<file path="config.mk">
export PLATFORM = sky130hd
export DESIGN_NAME = fwd_scoreboard_flat
export DESIGN_NICKNAME = d
export VERILOG_FILES = /design/src/rtl/fwd_pkg.sv /design/src/rtl/fwd_scoreboard_if.sv /design/src/rtl/fwd_port_check.sv /design/src/rtl/fwd_scoreboard.sv /design/src/flat_wrapper.sv
export SDC_FILE = /design/constraint.sdc
export NUM_CORES = 1
export LEC_CHECK = 0
export BUFFER_PORTS_ARGS = -buffer_cell sky130_fd_sc_hd__buf_4
export CAP_MARGIN = 20
export CORE_MARGIN = 2
export CORE_UTILIZATION = 50
export DETAILED_ROUTE_END_ITERATION = 10
export PLACE_DENSITY_LB_ADDON = 0.12
export SLEW_MARGIN = 20
export SYNTH_ARGS = -nofsm -noshare
export SYNTH_HDL_FRONTEND = slang
export SYNTH_SLANG_ARGS = --single-unit
</file>
<file path="constraint.sdc">
create_clock -name clk -period 6.14 [get_ports clk]
set_clock_uncertainty 0.15 [all_clocks]
set_input_delay 1.228 -clock clk [delete_from_list [all_inputs] [get_ports clk]]
set_output_delay 1.228 -clock clk [all_outputs]
set_load 0.01 [all_outputs]
</file>
<file path="src/rtl/fwd_pkg.sv">
// Shared types and constants for the forwarding scoreboard: entry layout,
// stage indices and the register-file forward-select code.
package fwd_pkg;

    localparam int FWD_AW    = 5;
    localparam int FWD_DEPTH = 3;
    localparam int FWD_LW    = $clog2(FWD_DEPTH + 1);

    localparam int STG_EX  = 1;
    localparam int STG_MEM = 2;
    localparam int STG_WB  = FWD_DEPTH;

    localparam int FWD_RF = 0;

    // One in-flight register write; rdy is the stage whose output holds the result.
    typedef struct packed {
        logic              vld;
        logic [FWD_AW-1:0] waddr;
        logic [FWD_LW-1:0] rdy;
    } sb_entry_t;

endpackage

</file>
<file path="src/rtl/fwd_scoreboard_if.sv">
// ID-stage request / stall / forward-select bundle between the decode logic
// and the forwarding scoreboard.
interface fwd_scoreboard_if #(
    parameter int NUM_RD = 2,
    parameter int AW     = 5,
    parameter int FW     = 2,
    parameter int LW     = 2
);
    logic                   id_valid;
    logic [NUM_RD*AW-1:0]   id_rs;
    logic [NUM_RD-1:0]      id_rd_en;
    logic                   id_regwr;
    logic [AW-1:0]          id_wr_addr;
    logic [LW-1:0]          id_lat;
    logic                   id_flush;
    logic                   stall;
    logic [NUM_RD*FW-1:0]   ex_fwd_sel;
    logic [15:0]            stall_cnt;

    modport master (
        output id_valid, id_rs, id_rd_en, id_regwr, id_wr_addr, id_lat, id_flush,
        input  stall, ex_fwd_sel, stall_cnt
    );

    modport slave (
        input  id_valid, id_rs, id_rd_en, id_regwr, id_wr_addr, id_lat, id_flush,
        output stall, ex_fwd_sel, stall_cnt
    );
endinterface

</file>
<file path="src/rtl/fwd_port_check.sv">
// Combinational scoreboard search for one read port: finds the youngest
// matching in-flight write and decides register file, forward, or stall.
module fwd_port_check
    import fwd_pkg::*;
#(
    parameter int DEPTH     = FWD_DEPTH,
    parameter int AW        = FWD_AW,
    parameter int FW        = 2,
    parameter int WB_BYPASS = 0
) (
    input  sb_entry_t        ent [1:DEPTH],
    input  logic             id_valid,
    input  logic             rd_en,
    input  logic [AW-1:0]    rs,
    output logic [FW-1:0]    sel,
    output logic             need_stall
);

    logic active;

    assign active = id_valid & rd_en & (rs != '0);

    // Scan oldest to youngest so the lowest matching stage overwrites the rest.
    always_comb begin
        sel        = FW'(FWD_RF);
        need_stall = 1'b0;
        if (active) begin
            for (int j = DEPTH; j >= 1; j--) begin
                if (ent[j].vld && (ent[j].waddr == rs)) begin
                    if (j < int'(ent[j].rdy)) begin
                        sel        = FW'(FWD_RF);
                        need_stall = 1'b1;
                    end else if ((WB_BYPASS != 0) && (j == DEPTH)) begin
                        sel        = FW'(FWD_RF);
                        need_stall = 1'b0;
                    end else begin
                        sel        = FW'(j);
                        need_stall = 1'b0;
                    end
                end
            end
        end
    end

endmodule

</file>
<file path="src/rtl/fwd_scoreboard.sv">
// Forwarding-select and stall unit between ID and EX: tracks in-flight
// register writes per stage and registers per-port forward selects for EX.
module fwd_scoreboard
    import fwd_pkg::*;
#(
    parameter int NUM_RD    = 2,
    parameter int DEPTH     = FWD_DEPTH,
    parameter int AW        = FWD_AW,
    parameter int FW        = 2,
    parameter int WB_BYPASS = 0
) (
    input  logic              clk,
    input  logic              reset,
    fwd_scoreboard_if.slave   bus
);

    sb_entry_t                ent_reg [1:DEPTH];
    sb_entry_t                ent_next;
    logic [NUM_RD-1:0]        port_stall;
    logic [NUM_RD*FW-1:0]     sel_next;
    logic [NUM_RD*FW-1:0]     ex_fwd_sel_reg;
    logic [15:0]              stall_cnt_reg;
    logic                     stall_int;
    logic                     issue;

    generate
        for (genvar gi = 0; gi < NUM_RD; gi++) begin : g_port
            fwd_port_check #(
                .DEPTH     (DEPTH),
                .AW        (AW),
                .FW        (FW),
                .WB_BYPASS (WB_BYPASS)
            ) u_check (
                .ent        (ent_reg),
                .id_valid   (bus.id_valid),
                .rd_en      (bus.id_rd_en[gi]),
                .rs         (bus.id_rs[gi*AW +: AW]),
                .sel        (sel_next[gi*FW +: FW]),
                .need_stall (port_stall[gi])
            );
        end
    endgenerate

    // A squashed instruction never stalls and never enters the scoreboard.
    assign stall_int = (|port_stall) & ~bus.id_flush;
    assign issue     = bus.id_valid & bus.id_regwr & (bus.id_wr_addr != '0)
                     & ~stall_int & ~bus.id_flush;

    always_comb begin
        ent_next = '0;
        if (issue) begin
            ent_next.vld   = 1'b1;
            ent_next.waddr = bus.id_wr_addr;
            ent_next.rdy   = bus.id_lat;
        end
    end

    always_ff @(posedge clk) begin
        if (reset) begin
            for (int j = 1; j <= DEPTH; j++) begin
                ent_reg[j] <= '0;
            end
        end else begin
            ent_reg[STG_EX] <= ent_next;
            for (int j = 2; j <= DEPTH; j++) begin
                ent_reg[j] <= ent_reg[j-1];
            end
        end
    end

    always_ff @(posedge clk) begin
        if (reset) begin
            ex_fwd_sel_reg <= '0;
            stall_cnt_reg  <= '0;
        end else begin
            ex_fwd_sel_reg <= stall_int ? '0 : sel_next;
            if (stall_int && (stall_cnt_reg != 16'hFFFF)) begin
                stall_cnt_reg <= stall_cnt_reg + 16'd1;
            end
        end
    end

    assign bus.stall      = stall_int;
    assign bus.ex_fwd_sel = ex_fwd_sel_reg;
    assign bus.stall_cnt  = stall_cnt_reg;

endmodule

</file>
<file path="src/flat_wrapper.sv">
// flat-port wrapper written by rule: the top's interface ports become plain ports
module fwd_scoreboard_flat import fwd_pkg::*;
#(
    parameter int NUM_RD    = 2,
    parameter int DEPTH     = FWD_DEPTH,
    parameter int AW        = FWD_AW,
    parameter int FW        = 2,
    parameter int WB_BYPASS = 0
)
  (clk, reset, bus_id_valid, bus_id_rs, bus_id_rd_en, bus_id_regwr, bus_id_wr_addr, bus_id_lat, bus_id_flush, bus_stall, bus_ex_fwd_sel, bus_stall_cnt);
  fwd_scoreboard_if #(.NUM_RD(NUM_RD), .AW(AW), .FW(FW), .LW((2))) bus_i ();
  input  logic clk;
  input  logic reset;
  input wire logic [$bits(bus_i.id_valid)-1:0] bus_id_valid;
  input wire logic [$bits(bus_i.id_rs)-1:0] bus_id_rs;
  input wire logic [$bits(bus_i.id_rd_en)-1:0] bus_id_rd_en;
  input wire logic [$bits(bus_i.id_regwr)-1:0] bus_id_regwr;
  input wire logic [$bits(bus_i.id_wr_addr)-1:0] bus_id_wr_addr;
  input wire logic [$bits(bus_i.id_lat)-1:0] bus_id_lat;
  input wire logic [$bits(bus_i.id_flush)-1:0] bus_id_flush;
  output wire logic [$bits(bus_i.stall)-1:0] bus_stall;
  output wire logic [$bits(bus_i.ex_fwd_sel)-1:0] bus_ex_fwd_sel;
  output wire logic [$bits(bus_i.stall_cnt)-1:0] bus_stall_cnt;
  assign bus_i.id_valid = bus_id_valid;
  assign bus_i.id_rs = bus_id_rs;
  assign bus_i.id_rd_en = bus_id_rd_en;
  assign bus_i.id_regwr = bus_id_regwr;
  assign bus_i.id_wr_addr = bus_id_wr_addr;
  assign bus_i.id_lat = bus_id_lat;
  assign bus_i.id_flush = bus_id_flush;
  assign bus_stall = bus_i.stall;
  assign bus_ex_fwd_sel = bus_i.ex_fwd_sel;
  assign bus_stall_cnt = bus_i.stall_cnt;
  fwd_scoreboard #(.NUM_RD(NUM_RD), .DEPTH(DEPTH), .AW(AW), .FW(FW), .WB_BYPASS(WB_BYPASS)) u_core (.clk(clk), .reset(reset), .bus(bus_i));
endmodule
</file>
==> summary.json <==
{
  "sta": {
    "grt_setup_unrepaired": "false",
    "slew_violations": 0,
    "max_slew.worst_pin.slew_ns": 0.683,
    "whs_ns": 0.297,
    "max-slew-margin-rel": 0.544,
    "finalSetupViolations": 0,
    "final-hold-violation-count": 0,
    "achievable-frequency_mhz": 240,
    "final.setup.tns_ns": 0,
    "finalWorstPathRequiredPeriod_ns": 4.17,
    "final_min_period_over_clock_period": 0.679
  },
  "clock_tree": {
    "cts_tree": "done",
    "cts-buffers-inserted": 5,
    "cts_setup_buffers": 0,
    "root_buffer": "clkbuf_8",
    "cts_hold_buffers": 0,
    "h-tree-depth": 2,
    "cts_sinks": 42,
    "clk_latency_ns": 0.29,
    "clock_tree.buffer_depth": 2,
    "clk_pin_slew_ns": 0.08,
    "cts-resized-gates": 0
  },
  "layout": {
    "area.sequential_um2": 841,
    "layout.cells.most_common": "buf_4",
    "layout-area-overhead-vs-synth_pct": 22.4,
    "layout.filler_cells": 347,
    "drive_gt1_frac": 0.239,
    "design.final.nets": 288,
    "final_core_util": 0.634,
    "max_ffs_per_register": 22,
    "final_cell_mix": "44 x buf_4, 42 x dfxtp_1, 17 x xor2_1, 15 x nand3_1",
    "diodes": 0,
    "multiInputGateArea_um2": 1170,
    "final-instance-count-excl-fill": 314
  },
  "critical_path": {
    "rr_endpoint": "u_core.bus.stall_cnt[1]",
    "timing.critical_path.slowest_cell_delay_ns": 0.33,
    "crit_slowest_cell": "mux2_4",
    "cp-start-kind": "primary input",
    "critical_path_required_ns": 4.76,
    "worst_path_dominant_cell_family": "simple AND/OR/NAND/NOR gates",
    "reg2reg_depth": 6,
    "critical_path.cell_chain": "buf_4 -> xor2_1 -> nor4_1 -> and3_2 -> mux2_4 -> a22o_4 -> buf_4",
    "critPathCapture": "bus_stall",
    "path_class": "primary input to output pin",
    "worst-path-buf-inv": 2,
    "reg2reg_from": "u_core.bus.stall_cnt[3]",
    "r2r_setup_slack_ns": 3.56,
    "cpMostUsedCell": "buf_4",
    "cp_num_cells": 7,
    "crit_fanout": 6,
    "critPathLaunch": "bus_id_rs[5]",
    "worstPathArrival_ns": 2.79,
    "critical_path.endpoint_type": "output pin"
  },
  "floorplanning": {
    "io_pins": 45,
    "rows": 23,
    "initial_core_utilization": 0.518,
    "die_h_um": 68.2,
    "die-area_um2": 4650,
    "x_dimension_of_the_die_um": 68.2,
    "core_area_um2": 3970
  },
  "pwr": {
    "fin_total_pwr_w": 0.000531,
    "vdd_drop_max_mv": 0.161,
    "power.density_cell_area_nw_per_um2": 211,
    "p_leak_nw": 0.964
  },
  "drt": {
    "mean_routed_wirelength_per_cell_um": 14.2,
    "avgViaCountPerCell": 5.43,
    "initialDrtViolationCount": 143,
    "antenna_left": 0,
    "drt_wl_total_mm": 4.47,
    "routed-via-count": 1706,
    "drt-pass1-iter-count": 4,
    "post-route-drc-count": 0
  },
  "synthesis": {
    "muxShareOfSynthArea": 0.0231,
    "simple_gate_area_share_of_the_yosys_netlist": 0.276,
    "synthesized_area_fraction_occupied_by_ao_oa_aoi_and_oai_cells": 0.130,
    "synth-seq-cells": 42,
    "synth-adder-area-share": 0.00608,
    "synthesis.area_um2": 2060,
    "synth.yosys.seq_area_share": 0.409,
    "unique_cell_type_count_in_the_yosys_netlist": 44,
    "mappedNetlistNets": 244,
    "yosys_warnings": 0,
    "synthesis.area_per_instance_um2": 9.40,
    "synth-xor-area-share": 0.132,
    "largest_family_of_logic_cells_by_synthesized_area": "simple AND/OR/NAND/NOR gates",
    "syn-instance-count": 219,
    "netlist.top_cell.by_area": "dfxtp_1",
    "yosysTopAreaCellShare": 0.409,
    "synthTopCellsByArea": "dfxtp_1 41%, xor2_1 7.2%, xnor2_1 6.0%"
  },
  "place": {
    "dp.cells": 306,
    "numPortBuffers": 44,
    "gpl.final_weighted_congestion": 0.885,
    "post-dp-hpwl_mm": 3.37
  },
  "global_routing": {
    "grt_overflow_total": 0,
    "grt_pass1_wl_mm": 7.13,
    "first_global_vias": 1487,
    "antenna_found_initial": 0,
    "maximum_number_of_pins_on_one_net_before_global_route_repair": 34,
    "grt_usage": 0.207
  },
  "job": {
    "drv_cap": 0
  },
  "min_path": {
    "worst_hold_path.num_cells": 1,
    "min-delay-path-class": "register to register"
  },
  "outcome": {
    "run_status": "finished, final reports clean"
  }
}
[cells in the mapped netlist (all sizes together)]
cell	n
a2111o	1
a211o	1
a211oi	1
a21boi	2
a21oi	15
a22o	1
a31oi	1
a41o	1
and2	9
and3	4
and4	2
buf	3
clkbuf	4
dfxtp	42
ha	1
inv	1
mux2	3
mux2i	1
nand2	9
nand3	15
nand3b	1
nand4	2
nand4b	2
nand4bb	1
nor2	10
nor2b	14
nor3	5
nor4	4
o211ai	1
o21ai	9
o31ai	6
or3	9
or4	7
xnor2	14
xor2	17
[worst min path at each step]
| stage | start | end | slack [ns] |
|---|---|---|---|
| after floorplan | u_core.ent_reg[16] | u_core.ent_reg[8] | 0.26 |
| after global placement | u_core.ent_reg[16] | u_core.ent_reg[8] | 0.27 |
| after detailed placement | u_core.ent_reg[16] | u_core.ent_reg[8] | 0.28 |
| after CTS | u_core.ent_reg[16] | u_core.ent_reg[8] | 0.30 |
| after global routing | u_core.ent_reg[16] | u_core.ent_reg[8] | 0.31 |
| final | u_core.ent_reg[16] | u_core.ent_reg[8] | 0.30 |
[cell type report]
class | count | area share
clock buffer | 5 | 0.0273
clock inverter | 3 | 0.0179
timing repair buffer | 44 | 0.131
inverter | 1 | 0.00149
sequential | 42 | 0.334
multi-input combinational | 169 | 0.463
tap | 50 | 0.0248
[metal layers]
metal	GRT usage	up-vias	routed length, um
li1	-	876	-
met1	0.299	781	2260
met2	0.307	47	1940
met3	0.0493	2	251
met4	0.0525	0	18
met5	0	-	0
[through the flow]
step,area (um2),setup WS (ns)
floorplan,2060,2.33
global route,2520,1.89
detailed placement,2400,1.95
CTS,2520,1.96
finish,2520,1.97
global placement,2400,1.95
[power by group]
part / internal (W) / total (W) / switching, W
combinational: 0.0000189 / 0.0000377 / 0.0000188
sequential: 0.000274 / 0.000276 / 0.00000177
clock: 0.000121 / 0.000218 / 0.0000971
total: 0.000414 / 0.000531 / 0.000118
[kinds of logic (layout without fill, tap and decap cells)]
logic type,count (synthesis),after routing
simple gates,94,94
mux,4,4
compound gates,39,39
xor+xnor,31,31
buf+inv,8,53
flops,42,42
fa+ha+maj,1,1
Note: power is estimated with default switching activity, not from simulation.
